$ cat config.mk
export PLATFORM = sky130hd
export DESIGN_NAME = uart_tx_serializer
export DESIGN_NICKNAME = d
export VERILOG_FILES = /design/src/rtl/uart_tx_serializer.sv
export SDC_FILE = /design/constraint.sdc
export NUM_CORES = 1
export LEC_CHECK = 0
export BUFFER_PORTS_ARGS = -buffer_cell sky130_fd_sc_hd__buf_2
export CELL_PAD_IN_SITES_DETAIL_PLACEMENT = 2
export CELL_PAD_IN_SITES_GLOBAL_PLACEMENT = 2
export CORE_MARGIN = 5
export CORE_UTILIZATION = 35
export DETAILED_ROUTE_END_ITERATION = 12
export GPL_TIMING_DRIVEN = 0
export PLACE_DENSITY = 0.74
export SYNTH_ARGS = -nofsm -noshare
export SYNTH_HDL_FRONTEND = slang
export SYNTH_SLANG_ARGS = --single-unit
$ cat constraint.sdc
create_clock -name i_clk -period 8.8 [get_ports i_clk]
set_clock_uncertainty 0.15 [all_clocks]
set_input_delay 0.88 -clock i_clk [delete_from_list [all_inputs] [get_ports i_clk]]
set_output_delay 0.88 -clock i_clk [all_outputs]
set_load 0.005 [all_outputs]
$ cat src/rtl/uart_tx_serializer.sv
// UART transmit serializer: pops bytes from the TX FIFO and shifts them out LSB first as start/data/stop frames.
// Define UART_TX_PARITY_EN to add a per-frame optional parity bit (i_parity_en / i_parity_odd ports).
module uart_tx_serializer #(
   parameter int DATA_BITS = 8,
   parameter int DIV_W     = 16
) (
   input  logic             i_clk,
   input  logic             i_reset,
   input  logic [DIV_W-1:0] i_baud_div,
   input  logic             i_fifo_empty_n,
   input  logic [7:0]       i_fifo_data,
`ifdef UART_TX_PARITY_EN
   input  logic             i_parity_en,
   input  logic             i_parity_odd,
`endif
   output logic             o_fifo_rd,
   output logic             o_uart_tx,
   output logic             o_busy,
   output logic             o_frame_done
);

   localparam int BIT_W = 3;

`ifdef UART_TX_PARITY_EN
   typedef enum logic [2:0] {IDLE, LOAD, START, DATA, PARITY, STOP} state_t;
`else
   typedef enum logic [2:0] {IDLE, LOAD, START, DATA, STOP} state_t;
`endif

   state_t               state_q, state_d;
   logic [DIV_W-1:0]     cnt_q, cnt_d;
   logic [DIV_W-1:0]     div_q, div_d;
   logic [BIT_W-1:0]     bit_q, bit_d;
   logic [DATA_BITS-1:0] shift_q, shift_d;
   logic                 armed_q, armed_d;
   logic                 rd_q, rd_d;
   logic                 tx_q, tx_d;
   logic                 busy_q, busy_d;
   logic                 done_q, done_d;
   logic                 pop;
`ifdef UART_TX_PARITY_EN
   logic                 par_en_q, par_en_d;
   logic                 par_bit_q, par_bit_d;
`endif

   // NOTE: state uses non-blocking assignments only; all next-state math lives in the always_comb below.
   always_ff @(posedge i_clk or posedge i_reset) begin
      if (i_reset) begin
         state_q   <= IDLE;
         cnt_q     <= '0;
         div_q     <= '0;
         bit_q     <= '0;
         shift_q   <= '0;
         armed_q   <= 1'b0;
         rd_q      <= 1'b0;
         tx_q      <= 1'b1;
         busy_q    <= 1'b0;
         done_q    <= 1'b0;
`ifdef UART_TX_PARITY_EN
         par_en_q  <= 1'b0;
         par_bit_q <= 1'b0;
`endif
      end else begin
         state_q   <= state_d;
         cnt_q     <= cnt_d;
         div_q     <= div_d;
         bit_q     <= bit_d;
         shift_q   <= shift_d;
         armed_q   <= armed_d;
         rd_q      <= rd_d;
         tx_q      <= tx_d;
         busy_q    <= busy_d;
         done_q    <= done_d;
`ifdef UART_TX_PARITY_EN
         par_en_q  <= par_en_d;
         par_bit_q <= par_bit_d;
`endif
      end
   end

   // NOTE: every variable gets a default first so no path through the case can infer a latch.
   always_comb begin
      state_d   = state_q;
      cnt_d     = cnt_q;
      div_d     = div_q;
      bit_d     = bit_q;
      shift_d   = shift_q;
      armed_d   = 1'b1;
      pop       = 1'b0;
`ifdef UART_TX_PARITY_EN
      par_en_d  = par_en_q;
      par_bit_d = par_bit_q;
`endif

      case (state_q)
         // armed_q blocks a pop on the first edge after reset release
         IDLE: pop = armed_q && i_fifo_empty_n;
         LOAD: begin
            state_d = START;
            cnt_d   = div_q;
         end
         START: begin
            if (cnt_q == '0) begin
               state_d = DATA;
               cnt_d   = div_q;
               bit_d   = '0;
            end else begin
               cnt_d = cnt_q - DIV_W'(1);
            end
         end
         DATA: begin
            if (cnt_q == '0) begin
               cnt_d   = div_q;
               shift_d = shift_q >> 1;
               if (bit_q == BIT_W'(DATA_BITS - 1)) begin
                  bit_d = '0;
`ifdef UART_TX_PARITY_EN
                  state_d = par_en_q ? PARITY : STOP;
`else
                  state_d = STOP;
`endif
               end else begin
                  bit_d = bit_q + BIT_W'(1);
               end
            end else begin
               cnt_d = cnt_q - DIV_W'(1);
            end
         end
`ifdef UART_TX_PARITY_EN
         PARITY: begin
            if (cnt_q == '0) begin
               state_d = STOP;
               cnt_d   = div_q;
            end else begin
               cnt_d = cnt_q - DIV_W'(1);
            end
         end
`endif
         STOP: begin
            if (cnt_q == '0) begin
               pop     = i_fifo_empty_n;
               state_d = IDLE;
            end else begin
               cnt_d = cnt_q - DIV_W'(1);
            end
         end
         default: state_d = IDLE;
      endcase

      // Divider and frame options are captured once per frame, at the pop.
      if (pop) begin
         state_d = LOAD;
         div_d   = i_baud_div;
         shift_d = i_fifo_data[DATA_BITS-1:0];
`ifdef UART_TX_PARITY_EN
         par_en_d  = i_parity_en;
         par_bit_d = (^i_fifo_data[DATA_BITS-1:0]) ^ i_parity_odd;
`endif
      end

      // Outputs are registered, so they are derived from the state being entered.
      rd_d   = pop;
      busy_d = (state_d != IDLE);
      done_d = (state_d == STOP) && (cnt_d == '0);
      case (state_d)
         START:   tx_d = 1'b0;
         DATA:    tx_d = shift_d[0];
`ifdef UART_TX_PARITY_EN
         PARITY:  tx_d = par_bit_q;
`endif
         default: tx_d = 1'b1;
      endcase
   end

   assign o_fifo_rd    = rd_q;
   assign o_uart_tx    = tx_q;
   assign o_busy       = busy_q;
   assign o_frame_done = done_q;

endmodule

# --- Yosys cells after proc, flatten, opt, wreduce, memory -nomap -nowiden ---
# Cells that the tools add are included.
totals:
  out_inout_bits: 4
  wordCells: 54
  reg_bits: 51
  in_bits: 27
op_classes:
  add_sub_neg: 2
  n_eq_ne: 10
  mux: 19
  n_reduce_logical: 12
ops:
  columns: ["operator", "n"]
  rows:
  - ["$pmux 16 s3", 1]
  - ["$logic_not 16->1", 2]
  - ["$mux 16", 2]
  - ["$mux 3", 8]
  - ["$mux 8", 3]
  - ["$sub 16x1->16 const B", 1]
  - ["$pmux 3 s5", 1]
  - ["$eq 3x2->1 const B", 4]
  - ["$eq 3x3->1 const B", 3]
  - ["$pmux 3 s2", 1]
  - ["$reduce_bool 2->1", 3]
  - ["$ne 2x2->1 const B", 2]
  - ["$pmux 1 s2", 2]
  - ["$add 3x1->3 const B", 1]
  - ["$eq 3x1->1 const B", 1]
  - ["$logic_not 3->1", 1]
  - ["$reduce_and 3->1", 1]
  - ["$reduce_bool 3->1", 1]
  - ["$logic_and 1x1->1", 2]
  - ["$reduce_and 2->1", 1]
  - ["$reduce_or 2->1", 1]
  - ["$mux 1", 1]

# --- Longest topological paths before layout ---
# Gate-level depths: netlist (run 1).
depth:
  word_depth: 7
  depth_mapped: 11
  ltp_nobuf: 9

# --- Least setup slack after synthesis (run 1) ---
# No wires, ideal clock.
synth_path:
  path_type: "register -> register"
  startpoint: "register cnt_q[0]"
  endpoint: "register done_q, in the netlist o_frame_done"
  setup_ps: 68
  stages_incl_launch_ff: 11
  synth_period_minus_slack_ps: 3080
  required_ps: 8582
  arrival_ps: 2862
  slack_ps: 5720
  n_path_buf: 1
  cell_sequence: "dfrtp_1 -> inv_1 -> ha_1 -> or4b_1 -> or4_4 -> buf_6 -> nand2_8 -> o221ai_2 -> or4b_1 -> nor4b_2 -> and4_1"
synth_between:
  word_cells_on_any_way: 15
  classes_between: "add/sub (1); eq/ne (1); mux (10); reduce/logical (3)"
synth_rtl:
  columns: ["item", "line", "rtl"]
  rows:
  - ["start: declaration", "31", "logic [DIV_W-1:0] cnt_q, cnt_d;"]
  - ["start signal: assignment", "65", "cnt_q <= cnt_d;"]
  - ["$sub 16x1->16 / $logic_not 16->1 (equally long branches)", null, null]
  - ["$mux 16 (on tied branches)", "140, 103, 112", null]
  - ["$pmux 16 s3 *", "95", "case (state_q)"]
  - ["net cnt_d[13]", "31", null]
  - ["$logic_not 16->1 *", "164", "done_d = (state_d == STOP) && (cnt_d == '0);"]
  - ["$logic_and 1x1->1 *", "164", null]
  - ["net done_d", "39", "logic done_q, done_d;"]
  - ["end signal: assignment", "73", "done_q <= done_d;"]
  - ["end: declaration", "39", null]
# Mark *: on every way through the listed nets, which the timed path passes. The rest lies on a longest branch.
# A chain may end at the register's enable or synchronous reset.

# --- Worst setup path in the final report (run 1) ---
layout_path:
  startpoint: "register cnt_q[0]"
  endpoint: "register div_q[4]"
layout_between:
  elab_chain_len: 3
layout_rtl:
  columns: ["item", "line", "rtl"]
  rows:
  - ["$logic_not 16->1", "140", "if (cnt_q == '0) begin"]
  - ["$mux 1", "140", null]
  - ["$pmux 1 s2", "95", null]
  - ["net pop", "40", "logic pop;"]
  - ["end signal: assignment", "66", "div_q <= div_d;"]
  - ["end: declaration", "32", "logic [DIV_W-1:0] div_q, div_d;"]
# The timed path passes the listed nets, and every way through them passes these cells.

==> results of run 1 <==
[cells in the final DEF (no fill, tap or decap), drive strengths merged, types with 3 or more instances in the layout]
cell,n
a21oi,10
buf,36
a22oi,6
dfrtp,50
a21o,4
ha,4
a221o,4
o22ai,3
mux2,18
or3,5
inv,6
or4,6
mux2i,3
nand2,40
clkbuf,18
nor4,8
nor2,14
o211ai,5
o21ai,20
nand3,6
nor3,8
[flip-flops by register name, indices dropped and copies added, names as in the netlist]
name,cells
o_frame_done,1
shift_q,8
o_uart_tx,1
cnt_q,16
o_fifo_rd,1
o_busy,1
state_q,3
armed_q,1
bit_q,3
div_q,16
[cells in the mapped netlist, drive strengths merged, types with 2 or more instances]
master   n
dfrtp   50
a22oi    6
clkbuf  12
nand3    6
and3     2
or2      2
or4      6
o211ai   5
a21oi   10
a31oi    2
o311ai   2
a211o    2
nor2    14
a221o    4
buf      5
nor4     8
or3b     2
o22ai    3
a21o     4
mux2i    3
or3      5
o21ai   20
inv      6
nor3     8
or4b     2
nor3b    2
ha       4
nand2b   2
nor2b    2
o221ai   2
nor4b    2
mux2    18
nand2   40
[per-layer routing]
metal	GRT usage	vias to the layer above	wire length [microns]
met4	0.03782	0	85
met5	0	-	0
li1	-	1121	-
met3	0.03058	8	300
met1	0.2334	1271	3963
met2	0.3120	41	4328
[worst max-delay path: stages, from the launching register on]
cell,delay [ns]
dfrtp_1,0.46
inv_1,0.13
ha_1,0.16
or4b_1,0.51
nor4_2,0.45
mux2i_1,0.18
nor2_1,0.18
clkbuf_1,0.44
clkbuf_1,0.41
mux2_2,0.39
[final cells by class]
cell class,count,area [sq um]
buffer,17,117.6
clock buffer,6,82.58
clock inverter,2,35.03
fill,880,4562
inverter,6,22.52
multi-input combinational,207,1413
sequential,51,1277
tap,102,127.6
timing repair buffer,31,170.2
[cells by family after synthesis]
| kind of cell | share of synthesized area |
|---|---|
| XOR/XNOR | 0.006190 |
| other | 0.001325 |
| flip-flops | 0.4514 |
| buffers and inverters | 0.04951 |
| AO/OA/AOI/OAI | 0.1875 |
| adder cells (fa/ha/maj) | 0.01768 |
| multiplexers | 0.08223 |
| AND/OR/NAND/NOR | 0.2042 |
[path summary, 6_finish.rpt]
check / cells after the start / from / to / slack (ns)
worst max-delay path: 9 / cnt_q[0] / div_q[4] / 5.22
worst min-delay path: 2 / shift_q[3] / shift_q[3] / 0.34
worst max register to register: 9 / cnt_q[0] / div_q[4] / 5.22
worst min register to register: 2 / shift_q[3] / shift_q[3] / 0.34
max in group asynchronous: 3 / i_reset / o_uart_tx / 7.43
min in group asynchronous: 2 / i_reset / cnt_q[4] / 0.46
[power breakdown]
part / leakage [nW] / total, mW / internal (mW) / switching, mW
registers: 0.632 / 0.400 / 0.319 / 0.0815
logic: 0.705 / 0.301 / 0.138 / 0.163
clock network: 0.0612 / 0.173 / 0.0922 / 0.0813
total: 1.40 / 0.875 / 0.549 / 0.326
[metrics by stage]
stage / worst slack (ns) / util / area, sq um / power (mW)
4_1_cts: 5.140 / 0.4157 / 3246 / 0.8837
5_1_grt: 5.023 / 0.4157 / 3246 / 0.9343
3_5_place_dp: 5.152 / 0.4006 / 3128 / 0.7021
2_1_floorplan: 5.720 / - / 2830 / 0.5964
6_report: 5.221 / 0.4157 / 3246 / 0.8746
3_3_place_gp: 5.221 / 0.3981 / 3108 / 0.6809
==> impl_results.rst, run 1 <==
.. list-table::
   :header-rows: 1

   * - Metric
     - Value
   * - Status
     - finished clean
   * - Nature of the critical path startpoint
     - register
   * - WL per Instance
     - 20.56 microns
   * - Via total after detailed routing
     - 2441
   * - Weighted congestion at the end of routability-driven global placement
     - roughly 0.86
   * - Number of synthesized flops with an enable pin
     - 0
   * - CP endpoint kind
     - register
   * - WL final
     - between 8000 and 9000 microns
   * - Area fraction of the dominant cell type after synthesis
     - 0.4421
   * - Htree depth
     - 2
   * - Mapped Cells
     - 281
   * - Share of flip-flops with an asynchronous set or reset
     - 1.000
   * - Post-CTS clock slew at the launch and capture registers of the worst setup and hold paths
     - 0.10 ns
   * - Yosys warnings
     - 0
   * - Count of buffers inserted at the top-level ports
     - 30
   * - Fraction of the yosys area taken by sequential cells
     - 0.4514
   * - Net count, final
     - 350
   * - Boundary pin count
     - 31
   * - Critical path start-end classification
     - reg2reg
   * - Primary flip-flop cell chosen by synthesis mapping
     - dfrtp_1
   * - Total Negative Setup Slacks
     - 0 ns
   * - Mapped Nets
     - between 300 and 400
   * - Number of distinct library cell variants in the gate-level netlist after synthesis
     - 71
   * - Slew @ Worst Pin
     - 0.9828 ns
   * - Period utilisation layout
     - 0.4067
   * - Clock insertion delay at the later pin of the skew report
     - 0.31 ns
   * - TritonCTS Buffers
     - 5
   * - Classification of the worst-slack hold path
     - reg2reg
   * - Pin count of the biggest net entering global routing
     - 28
   * - Number of buffers on the longest clock path
     - 2
   * - Biggest area contributors in the synthesized netlist
     - dfrtp_1 44%, mux2_2 7.2%, nand2_1 5.2%
   * - Width of the die
     - 99.93 microns
   * - CTS sink count
     - 51
   * - Fraction of layout cells with a size suffix above 1
     - 0.2875
   * - Cts hold-fix bufs
     - 0
   * - Die H
     - 99.93 microns
   * - Post-synth design cell area
     - 2830 sq um
   * - Fmax
     - 0.2794 GHz
   * - Placed instance count
     - 414
   * - Worst Path Max Fanout
     - 10
   * - Area growth from synthesis to final layout
     - 14.68%
   * - Data required time at the worst endpoint
     - 8.84 ns
   * - Number of cells in the finished layout apart from fillers
     - 422
   * - Final setup fails
     - 0
   * - Via density per instance
     - 5.784
   * - Clock tree from TritonCTS
     - done
   * - Master cell of the clock root buffer
     - clkbuf_8
   * - Die Footprint
     - 9985 sq um
   * - Antenna violations before repair
     - 0
   * - Min Tclk post-route
     - 3.579 ns
   * - Max Cap Violations
     - 0
   * - Antenna diodes
     - 0
   * - Starting utilization of the core area
     - 0.3625
   * - Core area
     - 7807 sq um
   * - RSZ-0062 raised after global routing
     - false
   * - LEAKAGE
     - 1.399 nW
   * - ANT nets after route
     - 0
   * - Rel. slew slack
     - 0.3365
   * - Syn_area_per_cell
     - 10.07 sq um
   * - Post-CTS sizing
     - 0
   * - Worst voltage drop across the vdd grid
     - 0.08874 mV
   * - First-pass GRT wire length
     - roughly 14000 microns
   * - Final hold violations
     - 0
   * - Fin. max-slew vios
     - 0
   * - Global-route usage over all layers
     - 0.1792
   * - Pwr Density
     - 269.5 nW/um^2
   * - Initial DRC count
     - 73
   * - DRC errors left
     - 0
   * - HPWL reported at the end of detailed placement
     - 6563 microns
   * - Post-CTS setup buffers
     - 0
   * - Critical path arrival
     - around 3.6 ns
   * - Tightest hold margin
     - 0.3388 ns
   * - Post-synthesis register bit count
     - 51
   * - Global route total overflow
     - 0
   * - Vias in the first global route
     - 2667
   * - Cell type contributing the most total cell area after synthesis
     - dfrtp_1
   * - Num rows
     - 32
   * - First-pass iteration count of the detailed router
     - 4
(Power assumes the default switching activity.)
==> run 2: changes to the inputs <==
--- a/config.mk
+++ b/config.mk
@@ -5,14 +5,15 @@
 export SDC_FILE = /design/constraint.sdc
 export NUM_CORES = 1
 export LEC_CHECK = 0
+export ABC_AREA = 1
 export BUFFER_PORTS_ARGS = -buffer_cell sky130_fd_sc_hd__buf_2
 export CELL_PAD_IN_SITES_DETAIL_PLACEMENT = 2
 export CELL_PAD_IN_SITES_GLOBAL_PLACEMENT = 2
 export CORE_MARGIN = 5
-export CORE_UTILIZATION = 35
+export CORE_UTILIZATION = 34
 export DETAILED_ROUTE_END_ITERATION = 12
 export GPL_TIMING_DRIVEN = 0
-export PLACE_DENSITY = 0.74
+export PLACE_DENSITY = 0.78
 export SYNTH_ARGS = -nofsm -noshare
 export SYNTH_HDL_FRONTEND = slang
 export SYNTH_SLANG_ARGS = --single-unit
==> constraint.sdc (replaced) <==
create_clock -name i_clk -period 3.52 [get_ports i_clk]
set_clock_uncertainty 0.15 [all_clocks]
set_input_delay 0.352 -clock i_clk [delete_from_list [all_inputs] [get_ports i_clk]]
set_output_delay 0.352 -clock i_clk [all_outputs]
set_load 0.005 [all_outputs]
==> run 2 against run 1 <==
Synthesized area grew 6.5%. Wire length grew 10%. Power grew 13%. Critical path depth grew 6. Sequential share of layout area shrank 2.0 points. Utilization shrank 2.2 points. Largest power group unchanged.
==> impl_results.rst, run 2 <==
.. list-table::
   :header-rows: 1

   * - Metric
     - Value
   * - Nature of the critical path startpoint
     - register
   * - Antenna violations before repair
     - 0
   * - Cell type contributing the most total cell area after synthesis
     - dfrtp_1
   * - WL per Instance
     - 17.33 microns
   * - Commonest cells after routing, fill and taps aside
     - 137 x nand2_1, 50 x dfrtp_1, 44 x inv_1, 38 x nand3_1
   * - Vias in the first global route
     - 3168
   * - WL final
     - about 9600 microns
   * - Fin. max-slew vios
     - 0
   * - Min Tclk post-route
     - ~2.4 ns
   * - Yosys warnings
     - 0
   * - Tightest hold margin
     - 0.07105 ns
   * - Slack of the worst reg-to-reg path
     - 1.13 ns
   * - First-pass GRT wire length
     - roughly 16000 microns
   * - Critical path arrival
     - 2.49 ns
   * - Count of buffers inserted at the top-level ports
     - 30
   * - Weighted congestion at the end of routability-driven global placement
     - 0.8320
   * - Die H
     - 104.1 microns
   * - Global-route usage over all layers
     - 0.1824
   * - Final design utilization
     - 0.3940
   * - Total area of multi-input combinational cells
     - 1481 sq um
   * - Clock insertion delay at the later pin of the skew report
     - 0.32 ns
   * - RSZ-0062 raised after global routing
     - false
   * - FF/Latch Area
     - 1277 sq um
   * - Most common cell after layout, fill and taps aside
     - nand2_1
   * - Share of flip-flops with an asynchronous set or reset
     - 1.000
   * - Biggest area contributors in the synthesized netlist
     - dfrtp_1 42%, nand2_1 17%, nand3_1 6.3%
   * - TritonCTS Buffers
     - 5
   * - Power, Total
     - between 0.9 and 1 mW
   * - First-pass iteration count of the detailed router
     - 4
   * - CTS sink count
     - between 50 and 60
   * - Met1 routed wirelength after detailed routing
     - 4483 microns
   * - Final hold violations
     - 0
   * - Core area
     - roughly 8700 sq um
   * - Rel. slew slack
     - 0.5836
   * - Num rows
     - 34
   * - Slew @ Worst Pin
     - ~0.62 ns
   * - Pwr Density
     - between 200 and 300 nW/um^2
   * - Global route total overflow
     - 0
   * - Master cell of the clock root buffer
     - clkbuf_8
   * - Syn_area_per_cell
     - 7.458 sq um
   * - Number of synthesized flops with an enable pin
     - 0
   * - Status
     - finished clean
   * - Via density per instance
     - ~5
   * - Critical path start-end classification
     - reg2reg
   * - HPWL reported at the end of detailed placement
     - 7569 microns
   * - Fraction of layout cells with a size suffix above 1
     - 0.2185
   * - Length of routed met3 wiring
     - 151 microns
   * - Area growth from synthesis to final layout
     - 13.50%
   * - Placed instance count
     - between 500 and 600
   * - Die Footprint
     - 10840 sq um
   * - Fmax
     - ~0.42 GHz
   * - Post-synth design cell area
     - ~3000 sq um
   * - Top Metal Used
     - met4
   * - DRC errors left
     - 0
   * - Filler cells
     - between 1000 and 1500
   * - Via total after detailed routing
     - 2789
   * - Area fraction of the dominant cell type after synthesis
     - 0.4153
   * - Mapped Cells
     - slightly above 400
   * - Mapped Nets
     - 435
   * - Data required time at the worst endpoint
     - roughly 3.6 ns
   * - Fraction of the yosys area taken by sequential cells
     - 0.4240
   * - Pin count of the biggest net entering global routing
     - 29
   * - Post-CTS clock slew at the launch and capture registers of the worst setup and hold paths
     - 0.11 ns
   * - ANT nets after route
     - 0
   * - Largest registers ranked by flip-flop count
     - cnt_q: 16 flops, div_q: 16 flops, shift_q: 8 flops
   * - Post-CTS sizing
     - 0
   * - Htree depth
     - 2
   * - CP endpoint kind
     - register
   * - Most frequent cells after synthesis
     - 137 x nand2_1, 50 x dfrtp_1, 45 x inv_1
   * - Clock tree from TritonCTS
     - done
   * - Post-CTS setup buffers
     - 0
   * - Post-placement setup slack
     - 1.148 ns
   * - Primary flip-flop cell chosen by synthesis mapping
     - dfrtp_1
   * - Number of buffers on the longest clock path
     - 2
   * - Total Negative Setup Slacks
     - 0 ns
   * - Boundary pin count
     - 31
   * - Number of distinct library cell variants in the gate-level netlist after synthesis
     - 35
   * - Net count, final
     - 474
   * - Worst voltage drop across the vdd grid
     - 0.1432 mV
   * - Met2 wirelength from detailed routing
     - roughly 4800 microns
   * - Width of the die
     - around 100 microns
   * - Most frequent cell after synthesis
     - nand2_1
   * - Final setup fails
     - 0
   * - Finished layout cell area
     - ~3400 sq um
   * - Starting utilization of the core area
     - 0.3472
   * - Post-synthesis register bit count
     - 51
   * - Max Cap Violations
     - 0
   * - LEAKAGE
     - 1.787 nW
   * - Antenna diodes
     - 0
   * - Area post-placement
     - 3318 sq um
   * - Worst Path Max Fanout
     - 10
   * - Worst path setup slack after routing
     - between 1 and 1.5 ns
   * - Initial DRC count
     - 93
   * - Number of cells in the finished layout apart from fillers
     - 552
   * - Classification of the worst-slack hold path
     - in2reg
   * - Period utilisation layout
     - 0.6779
[run 2: worst paths after layout]
check                         startpoint            to  cells past startpoint
max in group asynchronous        i_reset      cnt_q[5]                      4
min in group asynchronous        i_reset     div_q[13]                      3
max reg2reg                     cnt_q[0]  o_frame_done                     15
min reg2reg                     div_q[6]      div_q[6]                      2
max                             cnt_q[0]  o_frame_done                     15
min                        i_baud_div[7]      div_q[7]                      3
[run 2: logic make-up (layout without fill, tap and decap cells)]
| kind of cell | Yosys count | after routing | share of synthesized area |
|---|---|---|---|
| AO/OA/AOI/OAI | 35 | 35 | 0.07890 |
| adder cells (fa/ha/maj) | 4 | 4 | 0.01661 |
| XOR/XNOR | 1 | 1 | 0.002908 |
| AND/OR/NAND/NOR | 251 | 251 | 0.3920 |
| other | 1 | 1 | 0.001245 |
| buffers and inverters | 61 | 101 | 0.08430 |
| flip-flops | 51 | 51 | 0.4240 |
[run 2: critical path, cell delays in order (launching register included)]
cell	delay, ns
dfrtp_1	0.38
inv_1	0.17
ha_1	0.27
inv_1	0.06
nor2_1	0.08
nand2_1	0.07
nor2_2	0.15
nand2_2	0.08
buf_6	0.16
o21ai_2	0.14
nand2_1	0.12
a21oi_2	0.16
nand2_1	0.07
nor2_1	0.09
nand3_1	0.08
nor2_1	0.09
[run 2: routing by layer]
layer,track usage,up-vias
li1,-,1350
met1,0.2412,1394
met2,0.3206,35
met3,0.02110,10
met4,0.03700,0
met5,0,-
[run 2: area by class of cell]
type                    instances  share of cell area
flip-flops and latches         51              0.3736
clock buffers                   5             0.02012
well taps                     108             0.03952
repair buffers                 32             0.05269
plain buffers                   7             0.01427
clock inverters                 3            0.006586
multi-input cells             292              0.4332
inverters                      54             0.06001
[run 2: what timing repair did]
action	in CTS	in global routing
hold buffers	1	0
endpoints found under the hold margin	26	0
endpoints found under the setup margin	0	0
[run 2: power by group]
part | switching (mW) | internal [mW] | total (mW)
clock | 0.228 | 0.145 | 0.372
sequential | 0.000134 | 0.586 | 0.586
combinational | 0.0170 | 0.0131 | 0.0301
total | 0.245 | 0.744 | 0.989
==> run 3: changes to the inputs <==
--- a/config.mk
+++ b/config.mk
@@ -5,7 +5,7 @@
 export SDC_FILE = /design/constraint.sdc
 export NUM_CORES = 1
 export LEC_CHECK = 0
-export ABC_AREA = 1
+export ABC_AREA = 0
 export BUFFER_PORTS_ARGS = -buffer_cell sky130_fd_sc_hd__buf_2
 export CELL_PAD_IN_SITES_DETAIL_PLACEMENT = 2
 export CELL_PAD_IN_SITES_GLOBAL_PLACEMENT = 2
@@ -13,7 +13,7 @@
 export CORE_UTILIZATION = 34
 export DETAILED_ROUTE_END_ITERATION = 12
 export GPL_TIMING_DRIVEN = 0
-export PLACE_DENSITY = 0.78
+export PLACE_DENSITY = 0.75
 export SYNTH_ARGS = -nofsm -noshare
 export SYNTH_HDL_FRONTEND = slang
 export SYNTH_SLANG_ARGS = --single-unit
==> constraint.sdc (replaced) <==
create_clock -name i_clk -period 2.1 [get_ports i_clk]
set_clock_uncertainty 0.15 [all_clocks]
set_input_delay 0.21 -clock i_clk [delete_from_list [all_inputs] [get_ports i_clk]]
set_output_delay 0.21 -clock i_clk [all_outputs]
set_load 0.005 [all_outputs]
==> run 3 against run 2 <==
The flow now finishes with violations (negative setup slack). Sequential cell count unchanged. Maximum frequency decreased by 33%. Design area increased by 32%. Hold slack improved by 0.038 ns. Register-to-register slack got worse by 2.6 ns. Via count increased by 9.2%. Die area decreased by 5.5%. Combinational power increased to 75 times the previous value. Critical endpoint unchanged.
==> impl_results.rst, run 3 (synthesis gave the netlist of run 1 again) <==
.. list-table::
   :header-rows: 1

   * - Metric
     - Value
   * - Status
     - finished with violations
   * - Failing checks
     - negative setup slack
   * - Pin count of the biggest net entering global routing
     - 35
   * - Classification of the worst-slack hold path
     - in2reg
   * - DRC errors left
     - 0
   * - Critical path arrival
     - ~3.6 ns
   * - Pwr Density
     - 1038 nW/um^2
   * - Min Tclk post-route
     - 3.536 ns
   * - Power, Total
     - 4.681 mW
   * - Hold depth
     - 4
   * - Final setup fails
     - 50
   * - Vias in the first global route
     - 3171
   * - Net count, final
     - 423
   * - Worst voltage drop across the vdd grid
     - ~0.48 mV
   * - Weighted congestion at the end of routability-driven global placement
     - 0.8824
   * - Boundary pin count
     - 31
   * - Fraction of layout cells with a size suffix above 1
     - 0.5140
   * - Master cell of the clock root buffer
     - clkbuf_8
   * - ANT nets after route
     - 0
   * - Clock insertion delay at the later pin of the skew report
     - 0.33 ns
   * - Num rows
     - 33
   * - Initial DRC count
     - 248
   * - Rel. slew slack
     - 0.1405
   * - Die Footprint
     - 10250 sq um
   * - Post-placement setup slack
     - -1.292 ns
   * - Worst Path Max Fanout
     - 4
   * - Critical Path, Cell by Cell
     - inv_4 > ha_4 > or4b_4 > buf_6 > nor4_4 > buf_4 > buf_8 > buf_8 > buf_12 > o21ai_0 > nand2_1 > o311ai_2 > nor4_1 > and4_1
   * - Endpoint of the lowest-slack register-to-register path
     - o_frame_done
   * - Post-CTS clock slew at the launch and capture registers of the worst setup and hold paths
     - 0.11 ns
   * - Starting utilization of the core area
     - 0.3462
   * - Clock tree from TritonCTS
     - done
   * - LEAKAGE
     - slightly below 2 nW
   * - Top Metal Used
     - met4
   * - Nature of the critical path startpoint
     - register
   * - Via total after detailed routing
     - around 3000
   * - Most common cell after layout, fill and taps aside
     - dfrtp_1
   * - Largest registers ranked by flip-flop count
     - cnt_q: 16 flops, div_q: 16 flops, shift_q: 8 flops
   * - CP endpoint kind
     - register
   * - Fin. max-slew vios
     - 0
   * - First-pass GRT wire length
     - 19550 microns
   * - Count of buffers inserted at the top-level ports
     - 30
   * - Htree depth
     - 2
   * - Max Cap Violations
     - 0
   * - WL per Instance
     - 31.20 microns
   * - Data required time at the worst endpoint
     - 2.21 ns
   * - Via density per instance
     - between 6 and 7
   * - Source of the worst hold timing path
     - i_fifo_data[0]
   * - WL final
     - 15540 microns
   * - Reg2Reg Launch Point
     - cnt_q[0]
   * - Logic depth of the worst register-to-register path
     - 14
   * - CTS sink count
     - between 50 and 60
   * - Period utilisation layout
     - 1.684
   * - Number of buffers on the longest clock path
     - 2
   * - Met2 wirelength from detailed routing
     - 7694 microns
   * - Commonest cells after routing, fill and taps aside
     - 45 x dfrtp_1, 30 x buf_2, 29 x nand2_1, 24 x dlygate4sd3_1
   * - Crit-path most repeated cell
     - buf_8
   * - Met1 routed wirelength after detailed routing
     - 6526 microns
   * - Global-route usage over all layers
     - 0.2574
   * - Length of routed met3 wiring
     - 760 microns
   * - Width of the die
     - 101.2 microns
   * - Worst path setup slack after routing
     - -1.436 ns
   * - TritonCTS Buffers
     - 5
   * - Fmax
     - 0.2828 GHz
   * - Filler cells
     - about 800
   * - First-pass iteration count of the detailed router
     - 5
   * - Largest stage delay on the critical path
     - 0.48 ns
   * - Antenna violations before repair
     - 0
   * - Final hold violations
     - 0
   * - Core area
     - 8175 sq um
   * - Finished layout cell area
     - 4509 sq um
   * - Die H
     - 101.2 microns
   * - RSZ-0062 raised after global routing
     - true
   * - Sink of the worst hold path
     - shift_q[0]
   * - Area post-placement
     - 3163 sq um
   * - Area growth from synthesis to final layout
     - 59.33%
   * - Slew @ Worst Pin
     - 1.287 ns
   * - HPWL reported at the end of detailed placement
     - roughly 6600 microns
   * - Critical path start-end classification
     - reg2reg
   * - Crit path max-delay cell type
     - or4b_4
   * - Slack of the worst reg-to-reg path
     - -1.44 ns
   * - Antenna diodes
     - 0
   * - Global route total overflow
     - 0
[run 3: area by class of cell]
type | count | area, sq um | area share
Timing Repair Buffer | 107 | 945.9 | 0.2098
Clock buffer | 5 | 68.82 | 0.01526
Multi-Input combinational cell | 207 | 1862 | 0.4129
Clock inverter | 3 | 26.28 | 0.005827
Buffer | 14 | 166.4 | 0.03690
Inverter | 6 | 25.02 | 0.005549
Sequential cell | 51 | 1284 | 0.2847
Tap cell | 105 | 131.4 | 0.02913
[run 3: worst max-delay path by stage]
stage,cells after the start,to,startpoint
after floorplan,10,o_frame_done,cnt_q[0]
after global placement,9,o_frame_done,cnt_q[0]
after detailed placement,9,o_frame_done,cnt_q[0]
after CTS,10,o_frame_done,cnt_q[0]
after global routing,14,o_frame_done,cnt_q[0]
final,14,o_frame_done,cnt_q[0]
[run 3: routing by layer]
metal	vias to the layer above	track usage
met3	48	0.03788
met1	1583	0.3153
met4	0	0.1043
li1	1275	-
met5	-	0
met2	140	0.4522
[run 3: power by group]
part | internal [mW] | leakage, nW | switching [mW]
clock | 0.247 | 0.0491 | 0.402
combinational | 1.02 | 1.25 | 1.22
sequential | 1.35 | 0.626 | 0.441
total | 2.62 | 1.92 | 2.07
[run 3: critical path: cells and delay by family, from the launching register on]
family,cells,cell delay [ns]
AND/OR/NAND/NOR,5,1.71
buffers and inverters,6,0.79
flip-flops,1,0.45
AO/OA/AOI/OAI,2,0.23
adder cells (fa/ha/maj),1,0.13
[run 3: repair_timing]
action,4_1_cts,5_1_grt
endpoints found under the hold margin,40,0
gates resized for setup,104,54
endpoints found under the setup margin,50,50
gates cloned,0,1
pin swaps,21,25
hold buffers,24,0
setup buffers,34,28
[run 3: metrics by stage]
step | instances | utilization | hold WS, ns | TNS (ns)
floorplan | 281 | - | 0.1768 | -17.28
global placement | 416 | 0.3845 | 0.2642 | -50.21
detailed placement | 417 | 0.3869 | 0.08534 | -38.14
CTS | 482 | 0.5099 | 0.06268 | -32.69
global route | 498 | 0.5516 | 0.1264 | -46.30
finish | 498 | 0.5516 | 0.1093 | -44.31
